--- src/rtl/o_mem_reader.sv ---
// Drain engine for ai_top's output memory: reads a burst of result words over the
// synchronous o_mem read port and streams them out on a valid/ready interface.
//
// state | meaning
// IDLE  | waiting for start
// READ  | issuing o_mem reads, throttled by skid FIFO space
// DRAIN | all reads issued, emptying FIFO until the o_last word is taken
// FIN   | one-cycle done pulse
module o_mem_reader #(
    parameter int WIDTH  = 32,
    parameter int N_OUT  = 2,
    parameter int ADDR_W = 8
) (
    input  logic                     clk,
    input  logic                     rst,
    input  logic                     start,
    input  logic [ADDR_W-1:0]        base_addr,
    input  logic [ADDR_W:0]          count,
    output logic                     busy,
    output logic                     done,
    output logic                     mem_rd,
    output logic [ADDR_W-1:0]        mem_addr,
    input  logic [N_OUT*WIDTH-1:0]   mem_q,
    output logic [N_OUT*WIDTH-1:0]   o_data,
    output logic                     o_valid,
    input  logic                     o_ready,
    output logic                     o_last
);

    typedef enum logic [1:0] {IDLE, READ, DRAIN, FIN} state_t;

    localparam logic [ADDR_W:0] LEFT_ONE = 1;

    state_t                   state;
    logic [ADDR_W:0]          rd_left;
    logic [ADDR_W-1:0]        addr_q;
    logic                     inflight;
    logic                     inflight_last;

    logic [N_OUT*WIDTH-1:0]   fifo_data [2];
    logic [1:0]               fifo_last;
    logic                     wr_ptr;
    logic                     rd_ptr;
    logic [1:0]               fifo_cnt;

    logic                     pop;
    logic                     push;
    logic                     issue;
    logic [2:0]               occ;

    assign pop   = o_valid & o_ready;
    assign push  = inflight;
    assign occ   = {1'b0, fifo_cnt} + {2'b00, inflight};
    // A read may only issue if the FIFO can still hold it once it returns,
    // counting the word leaving this cycle.
    assign issue = (state == READ) && (occ < (3'd2 + {2'b00, pop}));

    assign mem_rd   = issue;
    assign mem_addr = addr_q;
    assign busy     = (state != IDLE);
    assign done     = (state == FIN);
    assign o_valid  = (fifo_cnt != 2'd0);
    assign o_data   = fifo_data[rd_ptr];
    assign o_last   = o_valid & fifo_last[rd_ptr];

    always_ff @(posedge clk or negedge rst) begin
        if (!rst) begin
            state         <= IDLE;
            rd_left       <= '0;
            addr_q        <= '0;
            inflight      <= 1'b0;
            inflight_last <= 1'b0;
        end else begin
            inflight      <= issue;
            inflight_last <= issue && (rd_left == LEFT_ONE);
            if (issue) begin
                addr_q  <= addr_q + 1'b1;
                rd_left <= rd_left - 1'b1;
            end
            case (state)
                IDLE: begin
                    if (start) begin
                        addr_q  <= base_addr;
                        rd_left <= count;
                        state   <= (count == '0) ? FIN : READ;
                    end
                end
                READ: begin
                    if (issue && (rd_left == LEFT_ONE))
                        state <= DRAIN;
                end
                DRAIN: begin
                    if (pop && o_last)
                        state <= FIN;
                end
                FIN: state <= IDLE;
                default: state <= IDLE;
            endcase
        end
    end

    always_ff @(posedge clk or negedge rst) begin
        if (!rst) begin
            for (int i = 0; i < 2; i++)
                fifo_data[i] <= '0;
            fifo_last <= '0;
            wr_ptr    <= 1'b0;
            rd_ptr    <= 1'b0;
            fifo_cnt  <= '0;
        end else begin
            if (push) begin
                fifo_data[wr_ptr] <= mem_q;
                fifo_last[wr_ptr] <= inflight_last;
                wr_ptr            <= ~wr_ptr;
            end
            if (pop)
                rd_ptr <= ~rd_ptr;
            case ({push, pop})
                2'b10:   fifo_cnt <= fifo_cnt + 1'b1;
                2'b01:   fifo_cnt <= fifo_cnt - 1'b1;
                default: fifo_cnt <= fifo_cnt;
            endcase
        end
    end

endmodule
--- config.mk ---
export PLATFORM = sky130hd
export DESIGN_NAME = o_mem_reader
export DESIGN_NICKNAME = d
export VERILOG_FILES = /design/src/rtl/o_mem_reader.sv
export SDC_FILE = /design/constraint.sdc
export NUM_CORES = 1
export LEC_CHECK = 0
export BUFFER_PORTS_ARGS = -buffer_cell sky130_fd_sc_hd__buf_2
export CAP_MARGIN = 40
export CELL_PAD_IN_SITES_DETAIL_PLACEMENT = 2
export CELL_PAD_IN_SITES_GLOBAL_PLACEMENT = 2
export CORE_UTILIZATION = 33
export DETAILED_ROUTE_END_ITERATION = 6
export PLACE_DENSITY_LB_ADDON = 0.1
export SETUP_SLACK_MARGIN = 0.5
export SLEW_MARGIN = 20
export SYNTH_ARGS = -nofsm -noshare
export SYNTH_HDL_FRONTEND = slang
export SYNTH_SLANG_ARGS = --single-unit
--- constraint.sdc ---
create_clock -name clk -period 2.07 [get_ports clk]
set_input_delay 0.621 -clock clk [delete_from_list [all_inputs] [get_ports clk]]
set_output_delay 0.621 -clock clk [all_outputs]
set_load 0.1 [all_outputs]
* Yosys cells after proc, flatten, opt, wreduce, memory -nomap -nowiden *
Index checks and enable logic that the tools add are counted.

cells by class
  $add $sub $neg = 6
  multiply operators = 0
  divide/modulo/power cells = 0
  $lt $le $gt $ge = 7
  equal/unequal tests = 9
  shifts and indexed selects = 0
  mux-type cells = 23
  bitwise operators = 6
  reduce and logical (&&, ||, !) cells = 11

operators by type and width
  kind                                                       count
  two-way mux 64 bit                                         4
  bitwise mux 128 bit                                        1
  demux 64 bit (select 1 bit)                                1
  two-way mux 9 bit                                          3
  two-way mux 8 bit                                          3
  equality test 9 x 1 -> 1 bit (second input constant)       1
  zero test 9 bit                                            1
  subtractor 9 x 1 -> 9 bit (second input constant)          1
  adder 8 x 1 -> 8 bit (second input constant)               1
  two-way mux 2 bit                                          4
  one-hot mux 2 bit (4 select lines)                         1
  equality test 2 bit (second input constant)                3
  nonzero test 2 bit                                         3
  logical AND 1 bit                                          5
  equality test 2 x 1 -> 1 bit (second input constant)       2
  greater-or-equal comparator 2 bit (second input constant)  2
  < comparator 1 x 2 -> 1 bit (second input constant)        2
  != test 2 bit (second input constant)                      2
  NOT 1 -> 2 bit                                             2
  one-hot mux 2 bit (2 select lines)                         1
  adder 2 x 1 -> 3 bit                                       1
  adder 2 x 1 -> 3 bit (first input constant)                1
  < comparator 3 bit                                         1
  two-way mux 1 bit                                          3
  other kinds (11)                                           13

storage, ports and cells
  flip-flop bits (word level) = 155
  bits in latches = 0
  memory bits (writable) = 0
  bits in read-only memories = 0
  bits of input ports = 85
  output and inout bits = 77
  logic and storage cells = 73
  memories = 0

* Depth between registers and ports, before layout *
  word-level depth = 8
  gate-level depth with buffers = 10
  gate-level depth less buffers = 9

* Least setup slack after synthesis *
No wires, ideal clock.

  kind = register -> output
  start = register rd_ptr
  end = output o_last
  arrival time = 1.762 ns
  required time = 1.449 ns
  slack = -0.313 ns
  cell stages (with the launch flop) = 3
  path buffers = 0
  cell sequence = dfrtp_1 > mux2i_1 > nor2_1

between the ends
  cells in the longest elaborated chain, start to end = 3

RTL lines
  what                                                  line  RTL
  start, declared                                       43    logic rd_ptr;
  start signal, assigned                                117   rd_ptr <= ~rd_ptr;
  two-way mux 1 bit (not written as such) (2 in a row)  64    assign o_last = o_valid & fifo_last[rd_ptr];
  bitwise AND 1 bit                                     64
  end, declared                                         27    output logic o_last

Every way passes these cells. The select of a mux whose other input is x is not followed.

* Final worst setup path *
  start = register inflight
  end = output mem_rd

between the ends
  cells in the longest elaborated chain, start to end = 3

RTL lines
  what                    line  RTL
  start, declared         37    logic inflight;
  start signal, assigned  74    inflight <= issue;
  adder 2 x 1 -> 3 bit    53    assign occ = {1'b0, fifo_cnt} + {2'b00, inflight};
  < comparator 3 bit      56    assign issue = (state == READ) && (occ < (3'd2 + {2'b00, pop}));
  logical AND 1 bit       56
  end, declared           21    output logic mem_rd,

Every way passes these cells.

==> results.md <==
* Status: complete, but fails checks
* Violated checks: setup timing
* Final WS setup at -0.431 ns
* Slew @ Worst Pin at 0.475 ns
* Post-Syn Area per Cell at 14.1 sq um
* Hold Fails Final Rpt at 0
* CP Capture Type: primary output
* Io pins at 162
* DIE AREA at 21800 sq um
* Pre-CTS WS at 0.0610 ns
* Final Max Slew Viols at 0
* Buffers on Ports at 161
* Pin count of the biggest net entering global routing at 66
* Starting density of the core at 34.1%
* Initial DRC Count at 92
* CP startpoint kind: register
* CTS Root Cell: clkbuf_16
* CP Data Required Time at 1.45 ns
* Post-synth EDFFs at 0
* Gr usage total at 21.4%
* Drt wl/cell at 24.5 um
* Arrival time worst endpoint at 1.88 ns
* Fin area at 11700 sq um
* Hold_buf cts at 0
* Hold_ws at 0.0907 ns
* Clock sinks at 155
* Fin cells at 1011
* Relative slew slack at 68.1%
* Crit-path max FO at 2
* Antenna Nets Post-Route at 0
* CORE AREA at 20500 sq um
* Hold WC Path Type: primary input to asynchronous set/reset pin
* DRC viols at 0
* Clock Latency Late Sink at 0.44 ns
* Asr flop ratio synth at 100%
* Routed vias/inst at 5.03
* Fin crit period at 2.50 ns
* CTS tree: done
* Seq/Total Area, Yosys at 55.5%
* Initial antenna violation count at 1
* GP Congestion at 0.731
* Syn_nets at 591
* First-pass GRT wire length at 34500 um
* Number of global-route vias before repair at 5828
* RSZ-0062 raised after global routing: yes
* Distinct cells, synth at 35
* TritonRoute pass-1 iters at 4
* Post-Synthesis Cells at 495
* Post-synthesis cell area at 6990 sq um
* Final setup viols at 78
* Clock skew at 0.0160 ns
* Die Span Y at 148 um
* Routed wire length at 24700 um
* CTS Buf Count at 17
* H-Tree Depth at 4
* Layout cell share with drive strength beyond 1 at 68.9%
* Synth Flop Type: dfrtp_1
* Final nets at 823
* Area growth from synthesis to layout at 67.5%
* Critical Path Source: inflight
* Placed cell count at 914
* Tcrit/Tclk final at 121%
* # rows at 52
* Worst-path clk slew at 0.07 ns
* Die width at 148 um
* Fmax at 400 MHz
* Cell Area, Placed at 9540 sq um
* Synth warn at 0
* Total gr overflow at 0
* Critical path type: register to primary output
* Clock tree buffer depth at 2
* DP HPWL at 12500 um
* MaxCap Viol Count at 0
* Via count at 5090
* #FFs+latches synth at 155
* R2r startpoint: inflight
cells by family after synthesis:
kind of cell               share of synthesized area [%]
buffers and inverters                               2.24
adders and majority gates                           1.97
and+or+nand+nor                                     4.10
xor gates and xnor gates                            2.38
AOI/OAI and AO/OA                                   2.02
DFF                                                 55.5
muxes                                               31.8
through the flow:
| stage | TNS [ns] | utilization [%] |
|---|---|---|
| 2_1_floorplan | 0 | - |
| 3_3_place_gp | 0 | 46.5 |
| 3_5_place_dp | 0 | 46.5 |
| 5_1_grt | -25.94 | 57.1 |
| 4_1_cts | -22.92 | 54.3 |
| 6_report | -22.82 | 57.1 |
path summary, 6_finish.rpt:
kind	slack, ns	cells past startpoint	endpoint
max	-0.43	6	mem_rd
min	0.09	1	fifo_data[31]
max reg2reg	-0.19	10	rd_left[6]
min reg2reg	0.51	1	fifo_data[5]
max in group asynchronous	1.28	2	fifo_data[14]
min in group clk	0.43	3	mem_addr[5]
synth_stat cells (all sizes together), types with 2 or more instances:
cell type  count  area (sq um)
a21oi         15          86.3
xnor2          8          70.1
clkbuf         6          22.5
buf           19          95.1
nor2          26           100
nand2         10          40.0
or3            2          12.5
dfrtp        155          3880
mux2         194          2180
mux2i          4          40.0
nand3          2          22.5
xor2          11          96.3
nor4           3          18.8
inv            9          38.8
o21ai          2          10.0
nand4          4          25.0
nor3b          2          25.0
or4            3          22.5
a31oi          2          12.5
ha            11           138
critical path, cell delays in order (launching register included):
cell and delay (ns):
dfrtp_1 0.43, ha_4 0.19, ha_4 0.23, nor3b_4 0.25, a21oi_4 0.07, inv_4 0.09
buf_12 0.17
layout by cell type (no fill, tap or decap), types with 2 or more instances in the layout:
master,count
a21oi_1,13
buf_12,88
buf_16,18
buf_2,83
buf_4,24
buf_6,17
buf_8,2
bufinv_16,2
clkbuf_16,23
clkinvlp_4,5
dfrtp_1,147
dfrtp_2,7
ha_1,5
ha_4,5
inv_1,2
inv_2,2
inv_4,3
inv_6,7
mux2_2,80
mux2_4,114
mux2i_1,3
nand2_1,6
nand2_4,2
nand4_1,4
nor2_1,19
nor2_2,2
nor2_4,5
nor3b_4,2
nor4_4,2
or3_1,2
or4_1,2
xnor2_1,5
xnor2_2,3
xor2_1,10
flip-flops by register name, indices dropped and copies added (netlist names):
name	count
wr_ptr	1
mem_addr	8
inflight_last	1
state	2
inflight	1
fifo_cnt	2
rd_left	9
fifo_data	128
fifo_last	2
rd_ptr	1
layer usage:
| metal | vias up | routed length (um) | global-route usage, % |
|---|---|---|---|
| li1 | 2230 | - | - |
| met5 | - | 0 | 0 |
| met4 | 0 | 421 | 6.24 |
| met3 | 33 | 912 | 4.14 |
| met2 | 130 | 13700 | 40.0 |
| met1 | 2697 | 9710 | 24.5 |
final cells by class:
cell class                      count  area, sq um
Clock buffer                       18          429
Inverter                            9         50.0
Multi-Input combinational cell    306         3610
Timing Repair Buffer              238         3220
Sequential cell                   155         3890
Clock inverter                     14          159
Fill cell                        1812         8790
Tap cell                          270          338
Antenna cell                        1         2.50
timing repair:
item	in CTS	in global routing
endpoints found under the setup margin	163	230
pin swaps	5	29
resized for setup	106	63
setup buffers	27	15
cloned	13	9
Power is not shown: default switching activity piles up to over one toggle a cycle in this logic, so the estimate is an artifact.
